===== src/rtl/hazard_ctrl.sv =====
// hazard_ctrl
// Hazard detection and forwarding control for the xgriscv in-order pipeline.
// A small scoreboard mirrors the instructions in flight behind decode
// (stage 1 = EX ... stage STAGES = WB). From it and the decode-stage
// instruction the block derives stalls, flushes and EX forward selects.
// It also handles a multi-cycle EX unit and counts load-use stalls and
// accepted redirects.
//
// Parameters
//   RFIDX_WIDTH  register index width
//   STAGES       tracked stages after decode (2..6)
//   LOAD_STAGE   first stage whose result is valid for a load (2..STAGES)
//   CNT_W        performance counter width
//   FWD_W        forward select width (derived)
//
// Ports
//   clk, reset                 clock; asynchronous active-high reset
//   id_*                       decode-stage instruction description
//   redirect                   taken branch/jump resolved in EX
//   ex_busy                    EX instruction needs another cycle
//   stall_f, stall_d           hold PC / IF-ID register
//   flush_d, flush_e           clear IF-ID / ID-EX register
//   fwd_a, fwd_b               EX operand source: 0 = regfile, k = stage k
//   stage_valid                bit k-1 = stage k occupied (debug view)
//   stall_count, flush_count   saturating event counters
//
// Control semantics: every output acts on the very next rising edge.
// A stall holds the addressed register for that edge; a flush loads it
// with a bubble on that edge. Flush wins over stall for the same register
// because the flushed contents are discarded anyway.
module hazard_ctrl #(
  parameter int RFIDX_WIDTH = 5,
  parameter int STAGES      = 3,
  parameter int LOAD_STAGE  = 3,
  parameter int CNT_W       = 16,
  parameter int FWD_W       = $clog2(STAGES + 1)
) (
  input  logic                   clk,
  input  logic                   reset,
  input  logic                   id_valid,
  input  logic [RFIDX_WIDTH-1:0] id_rs1,
  input  logic [RFIDX_WIDTH-1:0] id_rs2,
  input  logic                   id_rs1_used,
  input  logic                   id_rs2_used,
  input  logic [RFIDX_WIDTH-1:0] id_rd,
  input  logic                   id_regwrite,
  input  logic                   id_load,
  input  logic                   redirect,
  input  logic                   ex_busy,
  output logic                   stall_f,
  output logic                   stall_d,
  output logic                   flush_d,
  output logic                   flush_e,
  output logic [FWD_W-1:0]       fwd_a,
  output logic [FWD_W-1:0]       fwd_b,
  output logic [STAGES-1:0]      stage_valid,
  output logic [CNT_W-1:0]       stall_count,
  output logic [CNT_W-1:0]       flush_count
);

  // Scoreboard, indexed by stage number (1 = EX).
  logic [STAGES:1]        sValid;
  logic [STAGES:1]        sRegwrite;
  logic [STAGES:1]        sLoad;
  logic [RFIDX_WIDTH-1:0] sRd [1:STAGES];

  // Source operands of the instruction sitting in EX.
  logic [RFIDX_WIDTH-1:0] exRs1;
  logic [RFIDX_WIDTH-1:0] exRs2;
  logic                   exRs1Used;
  logic                   exRs2Used;

  logic redEff;
  logic loadUse;
  logic luHit;
  logic [FWD_W-1:0] fwdA;
  logic [FWD_W-1:0] fwdB;
  logic [CNT_W-1:0] stallCnt;
  logic [CNT_W-1:0] flushCnt;

  // A producer matches a consumer source only when it really writes a
  // non-zero register and the consumer really reads it; x0 never matches.
  function automatic logic srcMatch(
    input logic                   v,
    input logic                   rw,
    input logic [RFIDX_WIDTH-1:0] rd,
    input logic [RFIDX_WIDTH-1:0] src,
    input logic                   used
  );
    return v && rw && (rd != '0) && (rd == src) && used;
  endfunction

  // A redirect is only accepted once the EX instruction has completed.
  assign redEff = redirect & ~ex_busy;

  // Load-use: a load that has not yet reached LOAD_STAGE cannot forward
  // in time for an instruction entering EX next cycle.
  always_comb begin
    luHit = 1'b0;
    for (int j = 1; j < LOAD_STAGE - 1; j++) begin
      if (sLoad[j] &&
          (srcMatch(sValid[j], sRegwrite[j], sRd[j], id_rs1, id_rs1_used) ||
           srcMatch(sValid[j], sRegwrite[j], sRd[j], id_rs2, id_rs2_used))) begin
        luHit = 1'b1;
      end
    end
  end

  assign loadUse = id_valid & luHit;

  assign stall_f = ex_busy | (loadUse & ~redEff);
  assign stall_d = stall_f;
  assign flush_d = redEff;
  // While EX is busy, ID/EX is held rather than bubbled, so a load-use
  // bubble is only inserted once EX is free.
  assign flush_e = redEff | (loadUse & ~ex_busy);

  // Scan from the oldest stage down so the youngest matching producer is
  // the one left in the select.
  always_comb begin
    fwdA = '0;
    fwdB = '0;
    for (int k = STAGES; k >= 2; k--) begin
      if (sValid[1] && srcMatch(sValid[k], sRegwrite[k], sRd[k], exRs1, exRs1Used)) begin
        fwdA = FWD_W'(k);
      end
      if (sValid[1] && srcMatch(sValid[k], sRegwrite[k], sRd[k], exRs2, exRs2Used)) begin
        fwdB = FWD_W'(k);
      end
    end
  end

  assign fwd_a = fwdA;
  assign fwd_b = fwdB;

  always_ff @(posedge clk or posedge reset) begin
    if (reset) begin
      sValid    <= '0;
      sRegwrite <= '0;
      sLoad     <= '0;
      for (int k = 1; k <= STAGES; k++) begin
        sRd[k] <= '0;
      end
      exRs1     <= '0;
      exRs2     <= '0;
      exRs1Used <= 1'b0;
      exRs2Used <= 1'b0;
    end else begin
      // Stages MEM+1 .. WB always advance.
      for (int k = 3; k <= STAGES; k++) begin
        sValid[k]    <= sValid[k-1];
        sRegwrite[k] <= sRegwrite[k-1];
        sLoad[k]     <= sLoad[k-1];
        sRd[k]       <= sRd[k-1];
      end
      if (ex_busy) begin
        // EX holds its instruction; MEM receives a bubble.
        sValid[2] <= 1'b0;
      end else begin
        sValid[2]    <= sValid[1];
        sRegwrite[2] <= sRegwrite[1];
        sLoad[2]     <= sLoad[1];
        sRd[2]       <= sRd[1];
        sValid[1]    <= id_valid & ~flush_e;
        sRegwrite[1] <= id_regwrite;
        sLoad[1]     <= id_load;
        sRd[1]       <= id_rd;
        exRs1        <= id_rs1;
        exRs2        <= id_rs2;
        exRs1Used    <= id_rs1_used;
        exRs2Used    <= id_rs2_used;
      end
    end
  end

  // Counters stick at all-ones instead of wrapping.
  always_ff @(posedge clk or posedge reset) begin
    if (reset) begin
      stallCnt <= '0;
      flushCnt <= '0;
    end else begin
      if (loadUse && !redEff && !ex_busy && (stallCnt != '1)) begin
        stallCnt <= stallCnt + 1'b1;
      end
      if (redEff && (flushCnt != '1)) begin
        flushCnt <= flushCnt + 1'b1;
      end
    end
  end

  assign stall_count = stallCnt;
  assign flush_count = flushCnt;
  assign stage_valid = sValid;

endmodule


===== config.mk =====
export PLATFORM = sky130hd
export DESIGN_NAME = hazard_ctrl
export DESIGN_NICKNAME = d
export VERILOG_FILES = /design/src/rtl/hazard_ctrl.sv
export SDC_FILE = /design/constraint.sdc
export NUM_CORES = 1
export LEC_CHECK = 0
export ABC_AREA = 1
export ABC_CLOCK_PERIOD_IN_PS = 1500
export BUFFER_PORTS_ARGS = -buffer_cell sky130_fd_sc_hd__buf_2
export CORE_MARGIN = 2
export CORE_UTILIZATION = 50
export CTS_CLUSTER_SIZE = 40
export DETAILED_ROUTE_END_ITERATION = 8
export PLACE_DENSITY = 0.75
export SKIP_LAST_GASP = 1
export SYNTH_ARGS = -nofsm -noshare
export SYNTH_HDL_FRONTEND = slang
export SYNTH_SLANG_ARGS = --single-unit

===== constraint.sdc =====
create_clock -name clk -period 1.5 [get_ports clk]
set_input_delay 0 -clock clk [delete_from_list [all_inputs] [get_ports clk]]
set_output_delay 0 -clock clk [all_outputs]
set_load 0.02 [all_outputs]

Word-level counts from Yosys, hierarchy flattened
Cells that the tools add are included.

Memory bits (read-only): 0. Flip-flop bits (word level): 66. Logic and storage cells: 73. Latch bits: 0. Memories kept: 0. Bits in writable memories: 0.

Eq/ne operators: 8. Shift-type cells: 0. Divide/modulo/power cells: 0. Bitwise gates (word level): 10. $mul: 0. $lt $le $gt $ge: 0. Mux-type cells: 6. Reductions and logical operators: 33. Add/subtract/negate cells: 2.

Operators with widths (count): $add 16x1->16 const B (2); $ne 16x16->1 const B (2); $eq 5x5->1 (6); $logic_and 1x1->1 (27); $reduce_bool 5->1 (3); $mux 2 (4); $and 1x1->1 (5); $not 1->1 (3); $logic_not 1->1 (2); $mux 1 (2); $or 1x1->1 (2); $logic_or 1x1->1 (1).

Longest topological paths before layout
Gate-level depths: netlist of the first run.

Depth in word-level cells: 12. Mapped depth: 12.

Worst setup path after synthesis of the first run
Ideal clock, no wire load.

Kind: reg2reg. Start point: register stallCnt[0], in the netlist stall_count[0]. End point: register stallCnt[1], in the netlist stall_count[1]. Cell stages (with the launch flop): 10. Arrival: 1592 ps. Clock period less this slack: 1713 ps. Setup slack: -213 ps. Setup time: 121 ps. Path buffers: 1. Cell sequence: dfrtp_1 > ha_1 > nand3_1 > nor3_2 > nand3_1 > nand2_2 > nor2_4 > buf_6 > nor2_1 > nor2_1.

Cells in the longest elaborated chain, start to end: 2.

Ends and longest elaborated chain: from (decl) (RTL line 78) `logic [CNT_W-1:0] stallCnt;`; from (signal assigned) (RTL line 183) `stallCnt <= stallCnt + 1'b1;`; branches (longest 2 deep; another with $add 16x1->16).

Several ways; the timed one is not identified. A chain may end at the register's enable or synchronous reset.

Worst setup path after layout of the first run
Start point: register sRd[13] in the netlist's numbering. End point: register stallCnt[2], in the netlist stall_count[2].

Cells in the longest elaborated chain, start to end: 11.

Ends and longest elaborated chain: from (decl) (RTL line 65) `logic [RFIDX_WIDTH-1:0] sRd [1:STAGES];`; from (signal, indexed assignment) (RTL line 154) `sRd[k] <= sRd[k-1];`; $reduce_bool 5->1 (RTL line 90) `return v && rw && (rd != '0) && (rd == src) && used;`; $logic_and 1x1->1 (3 in series) (RTL line 90); $logic_or 1x1->1 * (RTL line 102) `(srcMatch(sValid[j], sRegwrite[j], sRd[j], id_rs1, id_rs1_used) ||`; $logic_and 1x1->1 * (RTL line 101) `if (sLoad[j] &&`; $mux 1 * (RTL line 101); $and 1x1->1 * (RTL line 109) `assign loadUse = id_valid & luHit;`; $logic_and 1x1->1 * (3 in series) (RTL line 182) `if (loadUse && !redEff && !ex_busy && (stallCnt != '1)) begin`.

Every way passes the cells marked *; elsewhere a longest branch is shown, timed or not.

==> impl_metrics.toml, run 1 <==
[drt]
detail_route.iter0.violations = 220
drc = 0
drt-wirelength-per-cell_um = 14.6
detail_route.wirelength_um = 9940
routed-via-count = 3511
vias_per_cell = 5.17
drtPass1Iterations = 4
ant_nets = 0

[grt]
antenna_found_initial = 0
grt_pass1_wl_um = 15900
global_route.usage.total = 0.270
grt_overflow = 0
grt_max_degree = 34
number_of_global_route_vias_before_repair = 3440

[setup_path]
critical_path.startpoint_type = "flop"
regToRegEndpoint = "stall_count[2]"
worst_path_arrival_time_ns = 1.97
timing.rr.start = "sRd[13]"
worst-path-max-fanout = 8
worst_r2r_path_depth = 12
critical_path_class = "flop to flop"
worst_setup_path_end_kind = "flop"
critPathRequiredTime_ns = 1.74
r2r_slack_ns = -0.22

[power_and_ir_drop]
power.density_cell_area_nw_per_um2 = 964
power.total_mw = 4.97
ir_worst_vdd_mv = 1.01
leakagePower_nw = 2.63

[clock_tree]
number_of_buffers_created_by_cts = 9
clock_path_buffers = 2
clk_latency_ns = 0.35
cts.htree.levels = 3
clkTransAtPathRegs_ns = 0.07
cts.root.buffer_cell = "clkbuf_8"
cts_tree = "built"
cts_num_sinks = 66

[floorplan]
die_area_um2 = 7590
top_level_ports = 67
floorplan.initialDensity = 0.511
die_w_um = 87.1
core_area_um2 = 6760
fp-row-count = 30
chipHeight_um = 87.1

[sta]
final_setup_violating_endpoints = 25
post-route-period-util = 1.15
finalClockSkew_ns = 0.00837
hold_viol_final = 0
timing_max_transition_violations_final = 0
transition_time_at_the_pin_with_the_least_slew_margin_ns = 0.542
grt_setup_unrepaired = "yes"
timing.max_slew.rel_slack = 0.638
postLayoutSetupSlackWorst_ns = -0.224
holdWs_ns = 0.144
max_freq_mhz = 580
final_period_minus_worst_setup_slack_ns = 1.72

[finish]
final_cell_mix = "nand2_1 (126), buf_2 (59), buf_4 (54), dfrtp_1 (51), inv_1 (46)"
drive_gt1_frac = 0.392
nNetsFinal = 620
area.growth.synth_to_final_pct = 49.3
stdcell_area_um2 = 5160
final_cell_count_no_fill = 679
area_of_the_multi_input_gates_um2 = 1830
diodes = 0
most_common_library_cell_in_the_layout_ignoring_fill_and_taps = "nand2_1"
ff_latch_area_um2 = 1670
filler_cell_count = 438

[logic_synthesis]
post_synth_num_cell_types = 24
netlist_instances = 444
syn-mean-instance-area_um2 = 7.78
synth.net_count = 470
synth-seq-area-share = 0.478
area_fraction_in_compound_gates_after_synthesis = 0.0500
synth_simple_gate_area_share = 0.305
yosys_warnings = 0
ys_seq_elements = 66
xor_xnor_share_of_the_synthesized_area = 0.0786
synth_top_family_by_area = "simple AND/OR/NAND/NOR gates"
adder_and_majority_gate_portion_of_the_synthesized_area = 0.00724
share_of_synthesized_area_spent_on_multiplexers = 0
post_synth_instance_area_um2 = 3450

[worst_hold_path]
hold_start = "redirect"
min_delay_worst_endpoint = "stage_valid[0]"
min_path_type = "input pin to flop"
holdPathStages = 4

[flow_run]
number_of_max_capacitance_violations_reported = 0

[placed_design]
place.port_buffers = 66
place.detailed.hpwl_um = 6200
placedCellCount = 617
final_weighted_congestion_in_routability_driven_placement = 0.886
post_place_instance_area_um2 = 4270

[outcome]
failing_checks = "negative setup slack"
outcome = "finished with violations"
[through the flow]
step            util  worst slack [ns]  setup TNS [ns]
4_1_cts        0.746            -0.200           -2.98
3_3_place_gp   0.632           -0.0474          -0.583
5_1_grt        0.763            -0.303           -6.38
3_5_place_dp   0.632           -0.0951           -1.04
6_report       0.763            -0.224           -4.38
2_1_floorplan      -           -0.0622          -0.520
[flip-flops by register name, indices dropped and copies added, names as in the netlist]
| signal | cells |
|---|---|
| exRs2 | 5 |
| sLoad | 1 |
| stall_count | 16 |
| exRs2Used | 1 |
| exRs1 | 5 |
| exRs1Used | 1 |
| sRd | 15 |
| stage_valid | 3 |
| sRegwrite | 3 |
| flush_count | 16 |
[worst max-delay path by stage]
stage,from,end,depth (start not counted)
2_1_floorplan,stall_count[1],stall_count[1],9
3_3_place_gp,sRd[13],stall_count[14],12
3_5_place_dp,sRd[13],stall_count[5],12
4_1_cts,sRd[5],fwd_b[0],6
5_1_grt,sRd[13],stall_count[6],12
6_report,sRd[13],stall_count[2],12
[logic make-up (layout without fill, tap and decap cells)]
logic type,count (synthesis),in the layout
flip-flops,66,66
adder cells (fa/ha/maj),2,2
buffers and inverters,67,222
XOR/XNOR,31,31
AO/OA/AOI/OAI,33,33
AND/OR/NAND/NOR,245,245
[Yosys cell counts]
cell type  instances  share of area
nand4_1            8          0.014
inv_1             49          0.053
ha_1               2         0.0072
nand3_4            1         0.0051
nor3_2             1         0.0029
buf_4              2         0.0043
nor2_4             1         0.0033
nor3_1            14          0.020
nor2_1            31          0.034
nor2_2             2         0.0036
or2_2              4         0.0072
xor2_1            20          0.051
nor4_1             3         0.0054
dfrtp_1           66           0.48
o21ai_1            1         0.0014
xnor2_1           11          0.028
nand2_2            2         0.0036
o21ai_0           30          0.043
nand2_1          146           0.16
inv_2              7         0.0076
buf_6              3         0.0098
nand3_1           32          0.046
a221oi_1           2         0.0051
clkbuf_1           6         0.0065
[cell type report]
cell class | instances | share of cell area
Multi-Input combinational cell | 311 | 0.356
Sequential cell | 66 | 0.324
Timing Repair Buffer | 150 | 0.221
Inverter | 56 | 0.0420
Clock buffer | 14 | 0.0315
Tap cell | 80 | 0.0194
Clock inverter | 2 | 0.00679
[worst max-delay path: stages, from the launching register on]
cell	delay [ns]
dfrtp_1	0.41
inv_2	0.09
nand2_1	0.06
nand2_1	0.06
nor2_1	0.10
nand3_1	0.10
nand2_2	0.12
nand3_4	0.09
nor2_4	0.20
buf_8	0.19
nand2_2	0.06
nand2_1	0.08
nand2_1	0.06
[layer usage]
layer	up-vias	GRT usage	part of all wire	wire (µm)
li1	1698	-	-	-
met1	1678	0.345	0.43	4260
met2	113	0.456	0.50	4960
met3	22	0.0616	0.053	529
met4	0	0.0881	0.018	181
met5	-	0	0	0
[power by group]
part / switching [mW] / internal (mW) / leakage (nW) / total, mW
Clock: 0.678 / 0.859 / 0.101 / 1.54
Sequential: 0.221 / 1.98 / 0.829 / 2.20
Combinational: 0.692 / 0.547 / 1.70 / 1.24
[what timing repair did]
action / CTS / global route
resized for setup: 53 / 32
pin swaps: 27 / 26
setup buffers: 16 / 7
gates cloned: 3 / 0
endpoints found under the hold margin: 41 / 0
endpoints found under the setup margin: 24 / 35
hold buffers: 22 / 0
(Power assumes the default switching activity.)
==> inputs of run 2 (changes only) <==
--- a/config.mk
+++ b/config.mk
@@ -12,6 +12,7 @@
 export CORE_UTILIZATION = 50
 export CTS_CLUSTER_SIZE = 40
 export DETAILED_ROUTE_END_ITERATION = 8
+export MAX_ROUTING_LAYER = met4
 export PLACE_DENSITY = 0.75
 export SKIP_LAST_GASP = 1
 export SYNTH_ARGS = -nofsm -noshare
==> run 2 against run 1 <==
The flow still finishes with violations (negative setup slack); flip-flop and latch count is the same; worst setup slack got worse by 0.00065 ns; global-route usage increased by 1.0 points; core utilization shrank 0.44 points; final area fell by 0.58%; via count about the same; critical path depth did not move; worst hold slack got worse by 0.060 ns; die area unchanged; clock skew hardly changed; register-to-register slack hardly changed; count of clock-buffer cells in the layout unchanged.
==> impl_metrics.toml, run 2 (synthesis results as in run 1) <==
[outcome]
outcome = "finished with violations"
failing_checks = "negative setup slack"

[worst_hold_path]
holdPathStages = 4
min_path_type = "input pin to flop"

[clock_tree]
clk_latency_ns = 0.36
clkTransAtPathRegs_ns = 0.07
clock_path_buffers = 2
cts_num_sinks = 66
cts_tree = "built"
cts.htree.levels = 3
cts.root.buffer_cell = "clkbuf_8"
number_of_buffers_created_by_cts = 9

[setup_path]
worst_r2r_path_depth = 12
worst_setup_path_end_kind = "flop"
critical_path.startpoint_type = "flop"
critical_path_class = "flop to flop"
worst_path_arrival_time_ns = 2.02
critPathRequiredTime_ns = 1.79
worst-path-max-fanout = 8

[floorplan]
floorplan.initialDensity = 0.511
chipHeight_um = 87.1
fp-row-count = 30
top_level_ports = 67
die_area_um2 = 7590
die_w_um = 87.1
core_area_um2 = 6760

[sta]
timing_max_transition_violations_final = 0
transition_time_at_the_pin_with_the_least_slew_margin_ns = 0.552
finalClockSkew_ns = 0.00827
timing.max_slew.rel_slack = 0.631
hold_viol_final = 0
postLayoutSetupSlackWorst_ns = -0.225
max_freq_mhz = 580
final_setup_violating_endpoints = 25
tns_ns = -4.24
final_period_minus_worst_setup_slack_ns = 1.72
post-route-period-util = 1.15
grt_setup_unrepaired = "yes"
holdWs_ns = 0.0842

[drt]
drtPass1Iterations = 4
routed-via-count = 3513
vias_per_cell = 5.19
detail_route.wirelength_um = 10000
ant_nets = 0
drt-wirelength-per-cell_um = 14.8
detail_route.iter0.violations = 253
drc = 0

[placed_design]
place.detailed.hpwl_um = 6200
place_worst_setup_slack_ns = -0.0951
final_weighted_congestion_in_routability_driven_placement = 0.901
post_place_instance_area_um2 = 4270
place.port_buffers = 66

[finish]
area.growth.synth_to_final_pct = 48.4
most_common_library_cell_in_the_layout_ignoring_fill_and_taps = "nand2_1"
stdcell_area_um2 = 5130
drive_gt1_frac = 0.389
final_cell_mix = "nand2_1 (126), buf_2 (60), dfrtp_1 (52), buf_4 (52), inv_1 (46)"
nNetsFinal = 618
diodes = 0

[power_and_ir_drop]
seq_power_share = 0.442
ir_worst_vdd_mv = 1.01
intPower_mw = 3.38
p_comb_frac = 0.247
power.density_cell_area_nw_per_um2 = 970
power.clock.fraction = 0.311
power.total_mw = 4.97
p_switching_mw = 1.60
swShare = 0.321
leakagePower_nw = 2.62

[grt]
grt_pass1_wl_um = 15900
global_route.usage.total = 0.280
grt_overflow = 0
antenna_found_initial = 0
number_of_global_route_vias_before_repair = 3440
grt_max_degree = 34

[flow_run]
number_of_max_capacitance_violations_reported = 0
-- run 2: per-layer routing --
layer | share of wire | up-vias | routed length (µm) | GRT usage
li1 | - | 1684 | - | -
met1 | 0.44 | 1685 | 4360 | 0.347
met2 | 0.49 | 116 | 4940 | 0.457
met3 | 0.049 | 28 | 496 | 0.0616
met4 | 0.023 | 0 | 227 | 0.0965
met5 | 0 | - | 0 | -
-- run 2: worst paths after layout --
path	start	to	slack (ns)
setup / recovery	sRd[13]	stall_count[2]	-0.22
hold reg to reg	stage_valid[1]	stage_valid[2]	0.42
hold / removal	redirect	stage_valid[0]	0.08
max in group asynchronous	reset	stall_count[4]	0.67
setup reg to reg	sRd[13]	stall_count[2]	-0.22
min in group asynchronous	reset	stall_count[5]	0.25
-- run 2: worst max-delay path, stage by stage, from the launching register on --
cell     delay, ns
dfrtp_1       0.41
inv_2         0.08
nand2_1       0.06
nand2_1       0.06
nor2_1        0.09
nand3_1       0.10
nand2_2       0.12
nand3_4       0.09
nor2_4        0.20
buf_6         0.16
buf_16        0.13
nand3_2       0.06
nand2_1       0.07
-- run 2: stage by stage --
step                utilization  cells
finish                    0.759    677
global route              0.759    677
CTS                       0.746    674
detailed placement        0.632    617
global placement          0.632    617
floorplan                     -    444
-- run 2: layout make-up --
type / count / area, µm²
Sequential cell: 66 / 1670
Clock inverter: 2 / 35.0
Inverter: 56 / 216
Tap cell: 80 / 100
Timing Repair Buffer: 148 / 1120
Multi-Input combinational cell: 311 / 1820
Fill cell: 453 / 1630
Clock buffer: 14 / 163
-- run 2: timing repair --
action	in CTS	in global routing
setup endpoints to repair	24	35
gates cloned	3	0
buffers inserted	16	5
hold buffers	22	0
resized for setup	53	27
endpoints found under the hold margin	41	0
pin swaps	27	23
-- run 2: power groups by stage --
stage / logic [mW] / registers [mW] / clock network, mW
final: 1.23 / 2.19 / 1.55
after global placement: 0.989 / 2.20 / 0
after detailed placement: 1.03 / 2.20 / 0
after floorplan: 0.490 / 2.32 / 0
after global routing: 1.34 / 2.22 / 1.63
after CTS: 1.14 / 2.17 / 1.54
